<file path="src/rtl/mod5_pkg.sv">
// Shared types, constants and the one-bit modulo-5 step for the mod5 scheduler.
package mod5_pkg;

    localparam int MOD   = 5;
    localparam int REM_W = 3;

    typedef logic [1:0] state_t;

    localparam state_t IDLE  = 2'd0;
    localparam state_t SHIFT = 2'd1;
    localparam state_t RESP  = 2'd2;

    // Next remainder after appending one bit (MSB-first): (2*rem + din) mod 5.
    // rem is always 0..4, so 2*rem+din is 0..9 and a single conditional subtract
    // is enough.
    function automatic logic [REM_W-1:0] mod5_step(input logic [REM_W-1:0] rem,
                                                   input logic             din);
        logic [REM_W:0] dbl;
        logic [REM_W:0] red;
        dbl = {rem, din};
        red = (int'(dbl) >= MOD) ? (dbl - (REM_W+1)'(MOD)) : dbl;
        return red[REM_W-1:0];
    endfunction

endpackage

</file>
<file path="src/rtl/mod5_serial_core.sv">
// Bit-serial modulo-5 engine: holds the operand, shifts it out MSB first and
// accumulates the remainder, flagging the final shift edge with done.
module mod5_serial_core
    import mod5_pkg::*;
#(
    parameter int WIDTH = 8
) (
    input  logic             clk,
    input  logic             rst_n,
    input  logic             load,
    input  logic [WIDTH-1:0] load_data,
    input  logic             shift_en,
    output logic [WIDTH-1:0] operand,
    output logic [REM_W-1:0] rem_next,
    output logic             done
);

    localparam int CNT_W = (WIDTH > 1) ? $clog2(WIDTH) : 1;

    logic [WIDTH-1:0] sreg;
    logic [REM_W-1:0] rem;
    logic [CNT_W-1:0] bitcnt;

    assign rem_next = mod5_step(rem, sreg[WIDTH-1]);
    assign done     = shift_en && (bitcnt == '0);

    always_ff @(posedge clk or negedge rst_n) begin
        if (!rst_n) begin
            sreg    <= '0;
            operand <= '0;
            rem     <= '0;
            bitcnt  <= '0;
        end else if (load) begin
            sreg    <= load_data;
            operand <= load_data;
            rem     <= '0;
            bitcnt  <= CNT_W'(WIDTH - 1);
        end else if (shift_en) begin
            rem  <= rem_next;
            sreg <= sreg << 1;
            if (bitcnt != '0) begin
                bitcnt <= bitcnt - 1'b1;
            end
        end
    end

endmodule

</file>
<file path="src/rtl/mod5_rr_scheduler.sv">
// Round-robin scheduler sharing one serial mod-5 engine between NREQ requesters.
// Optional MOD5_STATS_EN adds saturating response/hit counters.
//
// state | meaning
// IDLE  | arbitrate; grant lowest-priority-adjusted valid requester
// SHIFT | engine consumes one operand bit per edge, WIDTH edges total
// RESP  | registered response presented until rsp_ready
module mod5_rr_scheduler
    import mod5_pkg::*;
#(
    parameter int NREQ  = 4,
    parameter int WIDTH = 8
) (
    input  logic                     clk,
    input  logic                     rst_n,
    input  logic [NREQ-1:0]          req_valid,
    input  logic [NREQ*WIDTH-1:0]    req_data,
    output logic [NREQ-1:0]          req_ready,
    output logic                     rsp_valid,
    input  logic                     rsp_ready,
    output logic [$clog2(NREQ)-1:0]  rsp_id,
    output logic [WIDTH-1:0]         rsp_data,
    output logic [REM_W-1:0]         rsp_rem,
    output logic                     rsp_multiple
`ifdef MOD5_STATS_EN
    ,
    output logic [15:0]              stat_total,
    output logic [15:0]              stat_hits
`endif
);

    localparam int ID_W = $clog2(NREQ);

    state_t           state;
    logic [ID_W-1:0]  rr_ptr;
    logic [ID_W-1:0]  id_q;
    logic [ID_W-1:0]  grant_idx;
    logic             grant_valid;
    logic [ID_W-1:0]  next_ptr;
    logic             accept;
    logic             shift_en;
    logic [WIDTH-1:0] core_operand;
    logic [REM_W-1:0] core_rem_next;
    logic             core_done;

    always_comb begin
        int idx;
        grant_valid = 1'b0;
        grant_idx   = '0;
        for (int k = 0; k < NREQ; k++) begin
            idx = int'(rr_ptr) + k;
            if (idx >= NREQ) begin
                idx = idx - NREQ;
            end
            if (!grant_valid && req_valid[idx]) begin
                grant_valid = 1'b1;
                grant_idx   = ID_W'(idx);
            end
        end
    end

    // Explicit wrap so non-power-of-two NREQ never yields an out-of-range pointer.
    assign next_ptr = (grant_idx == ID_W'(NREQ - 1)) ? '0 : grant_idx + 1'b1;
    assign accept   = rst_n && (state == IDLE) && grant_valid;
    assign shift_en = (state == SHIFT);

    always_comb begin
        req_ready = '0;
        if (accept) begin
            req_ready[grant_idx] = 1'b1;
        end
    end

    mod5_serial_core #(
        .WIDTH (WIDTH)
    ) u_core (
        .clk       (clk),
        .rst_n     (rst_n),
        .load      (accept),
        .load_data (req_data[grant_idx*WIDTH +: WIDTH]),
        .shift_en  (shift_en),
        .operand   (core_operand),
        .rem_next  (core_rem_next),
        .done      (core_done)
    );

    always_ff @(posedge clk or negedge rst_n) begin
        if (!rst_n) begin
            state        <= IDLE;
            rr_ptr       <= '0;
            id_q         <= '0;
            rsp_valid    <= 1'b0;
            rsp_id       <= '0;
            rsp_data     <= '0;
            rsp_rem      <= '0;
            rsp_multiple <= 1'b0;
        end else begin
            case (state)
                IDLE: begin
                    if (grant_valid) begin
                        id_q   <= grant_idx;
                        rr_ptr <= next_ptr;
                        state  <= SHIFT;
                    end
                end
                SHIFT: begin
                    if (core_done) begin
                        rsp_valid    <= 1'b1;
                        rsp_id       <= id_q;
                        rsp_data     <= core_operand;
                        rsp_rem      <= core_rem_next;
                        rsp_multiple <= (core_rem_next == '0);
                        state        <= RESP;
                    end
                end
                RESP: begin
                    if (rsp_ready) begin
                        rsp_valid <= 1'b0;
                        state     <= IDLE;
                    end
                end
                default: begin
                    state <= IDLE;
                end
            endcase
        end
    end

`ifdef MOD5_STATS_EN
    logic rsp_fire;
    assign rsp_fire = rsp_valid && rsp_ready;

    always_ff @(posedge clk or negedge rst_n) begin
        if (!rst_n) begin
            stat_total <= '0;
            stat_hits  <= '0;
        end else if (rsp_fire) begin
            if (stat_total != 16'hFFFF) begin
                stat_total <= stat_total + 16'd1;
            end
            if (rsp_multiple && (stat_hits != 16'hFFFF)) begin
                stat_hits <= stat_hits + 16'd1;
            end
        end
    end
`endif

endmodule

</file>
<file path="config.mk">
export PLATFORM = sky130hd
export DESIGN_NAME = mod5_rr_scheduler
export DESIGN_NICKNAME = d
export VERILOG_FILES = /design/src/rtl/mod5_pkg.sv /design/src/rtl/mod5_serial_core.sv /design/src/rtl/mod5_rr_scheduler.sv
export SDC_FILE = /design/constraint.sdc
export NUM_CORES = 1
export LEC_CHECK = 0
export ABC_AREA = 1
export CAP_MARGIN = 20
export CORE_ASPECT_RATIO = 0.75
export CORE_MARGIN = 4
export CORE_UTILIZATION = 50
export DETAILED_ROUTE_END_ITERATION = 8
export GPL_ROUTABILITY_DRIVEN = 0
export PLACE_DENSITY = 0.79
export SYNTH_ARGS = -nofsm -noshare
export SYNTH_HDL_FRONTEND = slang
export SYNTH_SLANG_ARGS = --single-unit
</file>
<file path="constraint.sdc">
create_clock -name clk -period 2.9 [get_ports clk]
set_input_delay 0.58 -clock clk [delete_from_list [all_inputs] [get_ports clk]]
set_output_delay 0.58 -clock clk [all_outputs]
set_load 0.05 [all_outputs]
</file>
# ---- Word-level counts from Yosys, hierarchy flattened
# Index checks and enable logic that the tools add are counted.
dict set report classes {
  add_sub_neg 10
  magnitude_cmp 11
  eq_ne 6
  shifts 1
  n_mux 43
  n_reduce_logical 22
}
# operator n
set ops {}
lappend ops {{$lt 32x4->1 const B} 4}
lappend ops {{$mux 32} 4}
lappend ops {{$shiftx 32x6->8} 1}
lappend ops {{$mux 3} 6}
lappend ops {{$mux 2} 8}
lappend ops {{$mux 8} 2}
lappend ops {{$mux 1} 15}
lappend ops {{$sub 3x3->4 const B} 3}
lappend ops {{$ge 3x3->1 const B} 3}
lappend ops {{$bmux 1 s2} 4}
lappend ops {{$logic_and 1x1->1} 7}
lappend ops {{$add 2x2->3 const B} 2}
lappend ops {{$logic_not 3->1} 2}
lappend ops {{$ne 2x2->1 const B} 3}
lappend ops {{$pmux 2 s3} 1}
lappend ops {{$reduce_and 2->1} 3}
lappend ops {{$reduce_and 3->1} 2}
lappend ops {{$reduce_bool 2->1} 3}
lappend ops {{$eq 2x2->1 const B} 2}
lappend ops {{$ge 4x3->1 const B} 1}
lappend ops {{$mux 4} 1}
lappend ops {{$sub 2x3->4 const B} 1}
lappend ops {{$add 2x1->3 const B} 1}
lappend ops {{$ge 2x3->1 const B} 1}
lappend ops {{other kinds (11)} 13}
dict set report totals {
  ff_bits 43
  input_bits 39
  word_cells 105
}

# ---- Longest topological paths before layout
# Gate-level depths: netlist (run 1).
dict set report depth {
  word_depth 20
  ltp_mapped 17
  ltp_nobuf 16
}

# ---- Modules after synthesis
# A second synthesis (run 1) with hierarchy kept.
dict set report unflattened {
  hier_cells 360
  area_unflattened_um2 2697.6
}
# module instances cells_per_inst area_per_inst_um2 seq_area_each_um2
set by_module_without_submodules {}
lappend by_module_without_submodules {mod5_rr_scheduler 1 239 1617.8 525.5}
lappend by_module_without_submodules {mod5_serial_core 1 121 1079.8 550.5}

# ---- Worst setup path after synthesis (run 1)
# OpenSTA, ideal clock, no wires.
dict set report synth_timing {
  kind {input -> output}
  from {input req_valid[0]}
  to {output req_ready[1]}
  t_arrival_ns 2.494
  required_time_ns 2.320
  slack_ns -0.174
  path_stages 11
  path_buffers 1
  cell_sequence {inv_1 -> nand2_1 -> nand3_2 -> nand2_2 -> inv_2 -> nand3_2 -> nor2_4 -> nor2_8 -> buf_4 -> inv_2 -> nor3_1}
}
dict set report synth_between {
  elab_chain_cells 18
  elab_cells_between_ends 33
  cone_classes {2 x order compare; 23 x mux; 8 x reduce/logical}
}
# item line
set synth_rtl {}
lappend synth_rtl {{start: declaration} mod5_rr_scheduler.sv:16} ;# input logic [NREQ-1:0] req_valid,
lappend synth_rtl {{$bmux 1 s2} mod5_rr_scheduler.sv:55} ;# if (!grant_valid && req_valid[idx]) begin
lappend synth_rtl {{$mux 1 (implied by the code) (2 in series)} mod5_rr_scheduler.sv:55}
lappend synth_rtl {{$mux 1} mod5_rr_scheduler.sv:55}
lappend synth_rtl {{$logic_not 1->1} mod5_rr_scheduler.sv:55}
lappend synth_rtl {{$logic_and 1x1->1} mod5_rr_scheduler.sv:55}
lappend synth_rtl {{$mux 1} mod5_rr_scheduler.sv:55}
lappend synth_rtl {{$logic_not 1->1} mod5_rr_scheduler.sv:55}
lappend synth_rtl {{$logic_and 1x1->1} mod5_rr_scheduler.sv:55}
lappend synth_rtl {{$mux 1} mod5_rr_scheduler.sv:55}
lappend synth_rtl {{$logic_not 1->1} mod5_rr_scheduler.sv:55}
lappend synth_rtl {{$logic_and 1x1->1} mod5_rr_scheduler.sv:55}
lappend synth_rtl {{$mux 2} mod5_rr_scheduler.sv:55}
lappend synth_rtl {{$lt 2x3->1 (implied by the code) / $ge 2x1->1 (equally long branches)} mod5_rr_scheduler.sv:70} ;# req_ready[grant_idx] = 1'b1;
lappend synth_rtl {{$logic_and 1x1->1 (implied by the code)} mod5_rr_scheduler.sv:70}
lappend synth_rtl {{$mux 1 (implied by the code)} mod5_rr_scheduler.sv:70}
lappend synth_rtl {{$demux 1 s2} mod5_rr_scheduler.sv:70}
lappend synth_rtl {{$mux 4 *} mod5_rr_scheduler.sv:69} ;# if (accept) begin
lappend synth_rtl {{end: declaration} mod5_rr_scheduler.sv:18} ;# output logic [NREQ-1:0] req_ready,
# Mark *: on every way between the ends. The rest lies on a longest branch, timed or not. The select of a mux whose other input is x is not followed.

# ---- Worst setup path in the final report (run 1)
dict set report layout_timing {
  from {register rr_ptr[0]}
  to {output req_ready[1]}
}
dict set report layout_between {
  elab_chain_cells 20
  elab_cells_between_ends 48
  cone_classes {7 x add/sub; 6 x order compare; 27 x mux; 8 x reduce/logical}
}
# item line
set layout_rtl {}
lappend layout_rtl {{start: declaration} mod5_rr_scheduler.sv:35} ;# logic [ID_W-1:0] rr_ptr;
lappend layout_rtl {{start signal: assignment} mod5_rr_scheduler.sv:102} ;# rr_ptr <= next_ptr;
lappend layout_rtl {{parallel branches: the longest is 19 deep, another holds $sub 3x3->4} n/a}
lappend layout_rtl {{$mux 4 *} mod5_rr_scheduler.sv:69}
# Every way passes the cells marked *. The select of a mux whose other input is x is not followed.

==> results of run 1 <==
[routing by layer]
metal | part of all wire, % | global-route usage, % | routed length (µm) | vias up
li1 | - | - | - | 1220
met3 | 6.4 | 4.95 | 417 | 6
met4 | 0.67 | 4.52 | 44 | 0
met1 | 47 | 30.2 | 3080 | 1121
met5 | 0 | 0 | 0 | -
met2 | 46 | 33.4 | 3000 | 85
[final cells by class]
class	instances	area share (%)
inverters	53	5.86
multi-input cells	235	37.0
well taps	60	2.16
clock buffers	8	2.88
flip-flops and latches	43	30.9
repair buffers	73	21.1
[sequential cells by signal (all words and copies together), names as in the netlist]
signal	flops
rsp_id	2
state	2
rr_ptr	2
u_core.operand	8
rsp_data	8
u_core.sreg	8
u_core.bitcnt	3
u_core.rem	3
rsp_multiple	1
rsp_valid	1
rsp_rem	3
id_q	2
[metrics by stage]
| stage | cells | util, % | total power, mW | setup TNS (ns) | setup WS (ns) |
|---|---|---|---|---|---|
| floorplan | 341 | - | 2.96 | 0 | 0.00118 |
| global placement | 464 | 67.5 | 3.65 | -0.0159 | -0.0159 |
| detailed placement | 464 | 67.5 | 3.75 | -0.125 | -0.0770 |
| CTS | 472 | 69.8 | 4.19 | -0.0749 | -0.0408 |
| global route | 472 | 70.6 | 4.63 | 0 | 0.0391 |
| finish | 472 | 70.6 | 4.27 | 0 | 0.186 |
[worst max path at each step]
stage | startpoint | endpoint | cells past startpoint
3_3_place_gp | req_valid[1] | req_ready[3] | 15
4_1_cts | req_valid[0] | req_ready[3] | 14
6_report | rr_ptr[0] | req_ready[1] | 14
5_1_grt | rr_ptr[1] | req_ready[1] | 14
3_5_place_dp | req_valid[0] | req_ready[3] | 14
2_1_floorplan | req_valid[0] | req_ready[3] | 13
[synthesized netlist by cell type, drive strengths merged]
cell type  instances
o2111ai            3
o211ai             5
nor3               3
clkbuf             2
inv               53
a21boi             1
xor2               2
o21a               1
nand4              4
ha                 5
nand3             38
nor3b              1
dfrtp             43
nand2            109
a21oi              4
nand3b             4
a32o               1
or2                3
o21ai             21
buf                8
o22ai              3
nor2              27
[power groups by stage]
stage                     clock network [mW]  registers, mW  logic (mW)
after floorplan                            0           1.34        1.62
after detailed placement                   0           1.05        2.70
final                                  0.412           1.04        2.82
after global placement                     0           1.03        2.62
after CTS                              0.416           1.04        2.73
after global routing                   0.444           1.08        3.10
[what timing repair did]
action                                 in CTS  in global routing
endpoints found under the hold margin       0                  0
setup endpoints to repair                   3                  4
buffers inserted                            0                  0
resized for setup                           4                 13
pin swaps                                   3                  4
[logic make-up after synthesis]
logic type / after synthesis / synth area share [%]
buffers and inverters: 63 / 10.4
DFF: 43 / 41.7
and+or+nand+nor: 189 / 35.6
xor gates and xnor gates: 2 / 0.679
adders and majority gates: 5 / 2.43
AOI/OAI and AO/OA: 39 / 9.17
==> flow_summary.toml, run 1 <==
[outcome]
status = "complete, no violations"

[routing]
initialDrtViolationCount = 152
routed_wl_um = 6540
wire_per_inst_um = 13.9
drt_drc_violations_left = 0
antenna_left = 0
via_per_inst = 5.15
vias = 2432
firstDrtPassIters = 4

[critical_path]
max_stage_delay_ns = 0.39
crit_chain = "buf_4 > nand2_2 > nand2_2 > nand2_1 > nand2_2 > inv_2 > nand2_2 > nor2_2 > nand2_2 > nand2_4 > buf_6 > inv_2 > nor3_4 > buf_12"
crit_type = "register to primary output"
crit_path_end_kind = "primary output"
cp_slowest_cell = "dfrtp_1"
crit_buf_inv = 5
critPathTopFamily = "simple AND/OR/NAND/NOR gates"
r2r_cells = 15
worstPathMaxFanout = 10
crit_top_cell = "nand2_2"
cp.required_ns = 2.32
r2r_slack_ns = 0.62
reg2reg_from = "rr_ptr[0]"
start_kind = "register"
crit_arrival_ns = 2.13
r2r_end = "u_core.sreg[1]"

[die]
dieArea_mm2 = 0.00638
io_pins = 58
initial_utilization_pct = 52.3
row_count = 22
coreArea_mm2 = 0.00493
dieWidth_um = 90.9
die_h_um = 70.2

[layout]
nNetsFinal = 455
drive_gt1_share_pct = 17.0
regArea_mm2 = 0.00108
syn_to_final_growth_pct = 34.9
diodes = 0
final_common_cell = "nand2_1"
final_cell_mix = "nand2_1, clkdlybuf4s50_1, inv_1"
fin_area_mm2 = 0.00348
multi_input_area_mm2 = 0.00129
fill_cells = 392

[cts]
clk_pin_slew_ns = 0.07
cts_hold_buf = 0
cts_buffer_depth = 2
clk_latency_ns = 0.29
cts_tree = "done"
htree_levels = 2
ctsRootBufferMaster = "clkbuf_8"
cts_sinks = 43
cts_buffers = 5

[power_and_ir_drop]
p_leak_nw = 1.77
p_switching_mw = 2.15
clockPowerShare_pct = 9.7
powerDensity_mw_per_mm2 = 1230
comb_power_share_pct = 66.0
p_sw_share_pct = 50.4
p_seq_share_pct = 24.4
ir_worst_vdd_uv = 433
p_int_mw = 2.12

[global_routing]
grt_antenna_before_repair = 0
gr-total-overflow = 0
grt_pass1_vias = 2329
grtUsageTotal_pct = 21.3
grt_max_degree = 44
grt_pass1_wl_um = 10900

[logic_synthesis]
synth_top_area_share_pct = 41.7
synth_seq_cells = 43
yosysWarnings = 0
yosys.area.top_type = "dfrtp_1"
syn_nets = 385
yosysSeqAreaShare_pct = 41.7
syn_area_per_cell_um2 = 7.56
synth_area_leaders = "dfrtp_1, nand2_1, nand3_1, inv_1, o21ai_0"
syn_inst = 341
syn_area_mm2 = 0.00258
synthDistinctLibCells = 35

[sta]
setup_viol = 0
slew_violations = 0
worst_pin_slew_ns = 0.531
hold_slack_ns = 0.358
fin_crit_ns = 2.71
period_share_pct = 93.6
finalHoldViolCount = 0
fin_skew_ns = 0.00286
fmaxAchievable_ghz = 0.369
rsz0062_at_grt = "no"
max-slew-margin-rel_pct = 64.6

[job]
maxCapViolations = 0

[placed_design]
dp_hpwl_um = 5000
place_area_mm2 = 0.00333
io_buffers = 57

[hold_path]
min_path_type = "primary input to asynchronous set/reset pin"
Note: power is estimated with default switching activity, not from simulation.
==> run 2, diff against run 1 <==
SLEW_MARGIN = 5   (was not set)
==> results of run 2 <==
Same layout as run 1: the final DEF is identical, and so are final timing and power.
==> run 3, diff against run 2 <==
CORE_ASPECT_RATIO = not set   (was 0.75)
MAX_ROUTING_LAYER = met4   (was not set)
==> flow_summary.toml, run 3 (synthesized netlist as in run 1, its figures left out) <==
[outcome]
status = "complete, no violations"

[critical_path]
crit_type = "register to primary output"
start_kind = "register"
critPathTopFamily = "simple AND/OR/NAND/NOR gates"
crit_path_end_kind = "primary output"
crit_chain = "buf_4 > nand2_1 > nand2_1 > nand2_1 > nand2_2 > nand3_2 > nor2_4 > nor2_8 > inv_2 > ha_4 > inv_2 > nor2_4 > buf_12"
cp.required_ns = 2.32
crit_top_cell = "nand2_1"
cp_slowest_cell = "dfrtp_1"
crit_arrival_ns = 2.21
worstPathMaxFanout = 8
crit_buf_inv = 4
max_stage_delay_ns = 0.43

[sta]
fmaxAchievable_ghz = 0.358
slew_violations = 0
fin_crit_ns = 2.79
max-slew-margin-rel_pct = 54.4
finalHoldViolCount = 0
worst_pin_slew_ns = 0.682
setup_viol = 0
finalWorstSetupSlack_ns = 0.110
fin_skew_ns = 0.00823
period_share_pct = 96.2

[routing]
routed_wl_um = 6690
via_per_inst = 5.12
initialDrtViolationCount = 222
antenna_left = 0
wire_per_inst_um = 13.9
drt_drc_violations_left = 0
firstDrtPassIters = 4
vias = 2458

[global_routing]
grtUsageTotal_pct = 23.1
grt_max_degree = 44
grt_antenna_before_repair = 0
grt_pass1_vias = 2481
grt_pass1_wl_um = 11200
gr-total-overflow = 0

[placed_design]
io_buffers = 57
place_area_mm2 = 0.00334
dp_hpwl_um = 4970
dp.cells = 471
post-place-ws_ns = -0.0634

[cts]
cts_buffers = 5
clk_latency_ns = 0.29
cts_sinks = 43
clk_pin_slew_ns = 0.08
htree_levels = 2
cts_tree = "done"
ctsRootBufferMaster = "clkbuf_8"
cts_buffer_depth = 2

[die]
dieArea_mm2 = 0.00637
die_h_um = 79.8
dieWidth_um = 79.8
io_pins = 58
row_count = 25
coreArea_mm2 = 0.00485
initial_utilization_pct = 53.2

[layout]
diodes = 0
fin_area_mm2 = 0.00354
nNetsFinal = 456
reg_top3 = "rsp_data (8), u_core.operand (8), u_core.sreg (8)"
final_cell_mix = "nand2_1, clkdlybuf4s50_1, inv_1, dfrtp_1, nand3_1"
final_cell_count_no_fill = 480
final_common_cell = "nand2_1"
drive_gt1_share_pct = 17.9
syn_to_final_growth_pct = 37.2
fill_cells = 400

[power_and_ir_drop]
power.total_mw = 4.41
powerDensity_mw_per_mm2 = 1250
p_leak_nw = 1.81
ir_worst_vdd_uv = 747

[hold_path]
min_path_type = "primary input to asynchronous set/reset pin"

[job]
maxCapViolations = 0
-- run 3: cell count changes in the layout (fill, tap and decap cells not counted), sizes merged --
cell / previous run / this run
buf: 21 / 22
bufinv: 0 / 1
dlygate4sd2: 1 / 0
clkbuf: 8 / 6
clkinv: 0 / 1
dlymetal6s2s: 3 / 4
-- run 3: worst paths after layout --
| path | startpoint | endpoint | slack, ns | cells after the start |
|---|---|---|---|---|
| max in group asynchronous | rst_n | u_core.operand[3] | 2.16 | 2 |
| min | rst_n | u_core.bitcnt[2] | 0.37 | 2 |
| max reg2reg | rr_ptr[0] | u_core.sreg[1] | 0.48 | 14 |
| max | rr_ptr[0] | req_ready[3] | 0.11 | 13 |
| min in group clk | rsp_id[1] | rsp_id[1] | 0.48 | 2 |
| min reg2reg | rsp_id[1] | rsp_id[1] | 0.48 | 2 |
-- run 3: per-stage QoR --
step	utilization, %	hold slack (ns)	TNS (ns)
after floorplan	-	0.284	0
after global placement	68.8	0.461	-0.00431
after detailed placement	68.8	0.464	-0.0909
after CTS	71.4	0.375	-0.0141
after global routing	73.0	0.401	-0.0159
final	73.0	0.368	0
-- run 3: repair_timing --
action / CTS / global route
pin swaps: 1 / 5
endpoints found under the setup margin: 2 / 4
setup buffers: 0 / 1
hold buffers: 0 / 0
endpoints found under the hold margin: 0 / 0
gates cloned: 0 / 0
gates resized for setup: 2 / 20
-- run 3: layout make-up --
| cell class | count | area [µm²] | area share (%) |
|---|---|---|---|
| Timing Repair Buffer | 74 | 747 | 21.1 |
| Inverter | 53 | 201 | 5.69 |
| Tap cell | 67 | 83.8 | 2.37 |
| Clock buffer | 6 | 82.6 | 2.33 |
| Clock inverter | 2 | 35.0 | 0.990 |
| Sequential cell | 43 | 1080 | 30.4 |
| Multi-Input combinational cell | 235 | 1310 | 37.1 |
-- run 3: power by group --
part	switching, mW	leakage (nW)	internal, mW	total, mW
clock network	0.198	0.0612	0.279	0.476
registers	0.159	0.526	0.890	1.05
logic	1.83	1.22	1.05	2.88
total	2.19	1.81	2.22	4.41
-- run 3: metal layers --
| layer | vias to the layer above | part of all wire [%] | global-route usage [%] |
|---|---|---|---|
| met2 | 84 | 49 | 37.9 |
| li1 | 1229 | - | - |
| met1 | 1140 | 44 | 28.9 |
| met5 | - | 0 | - |
| met3 | 5 | 6.5 | 4.85 |
| met4 | 0 | 0.70 | 6.59 |
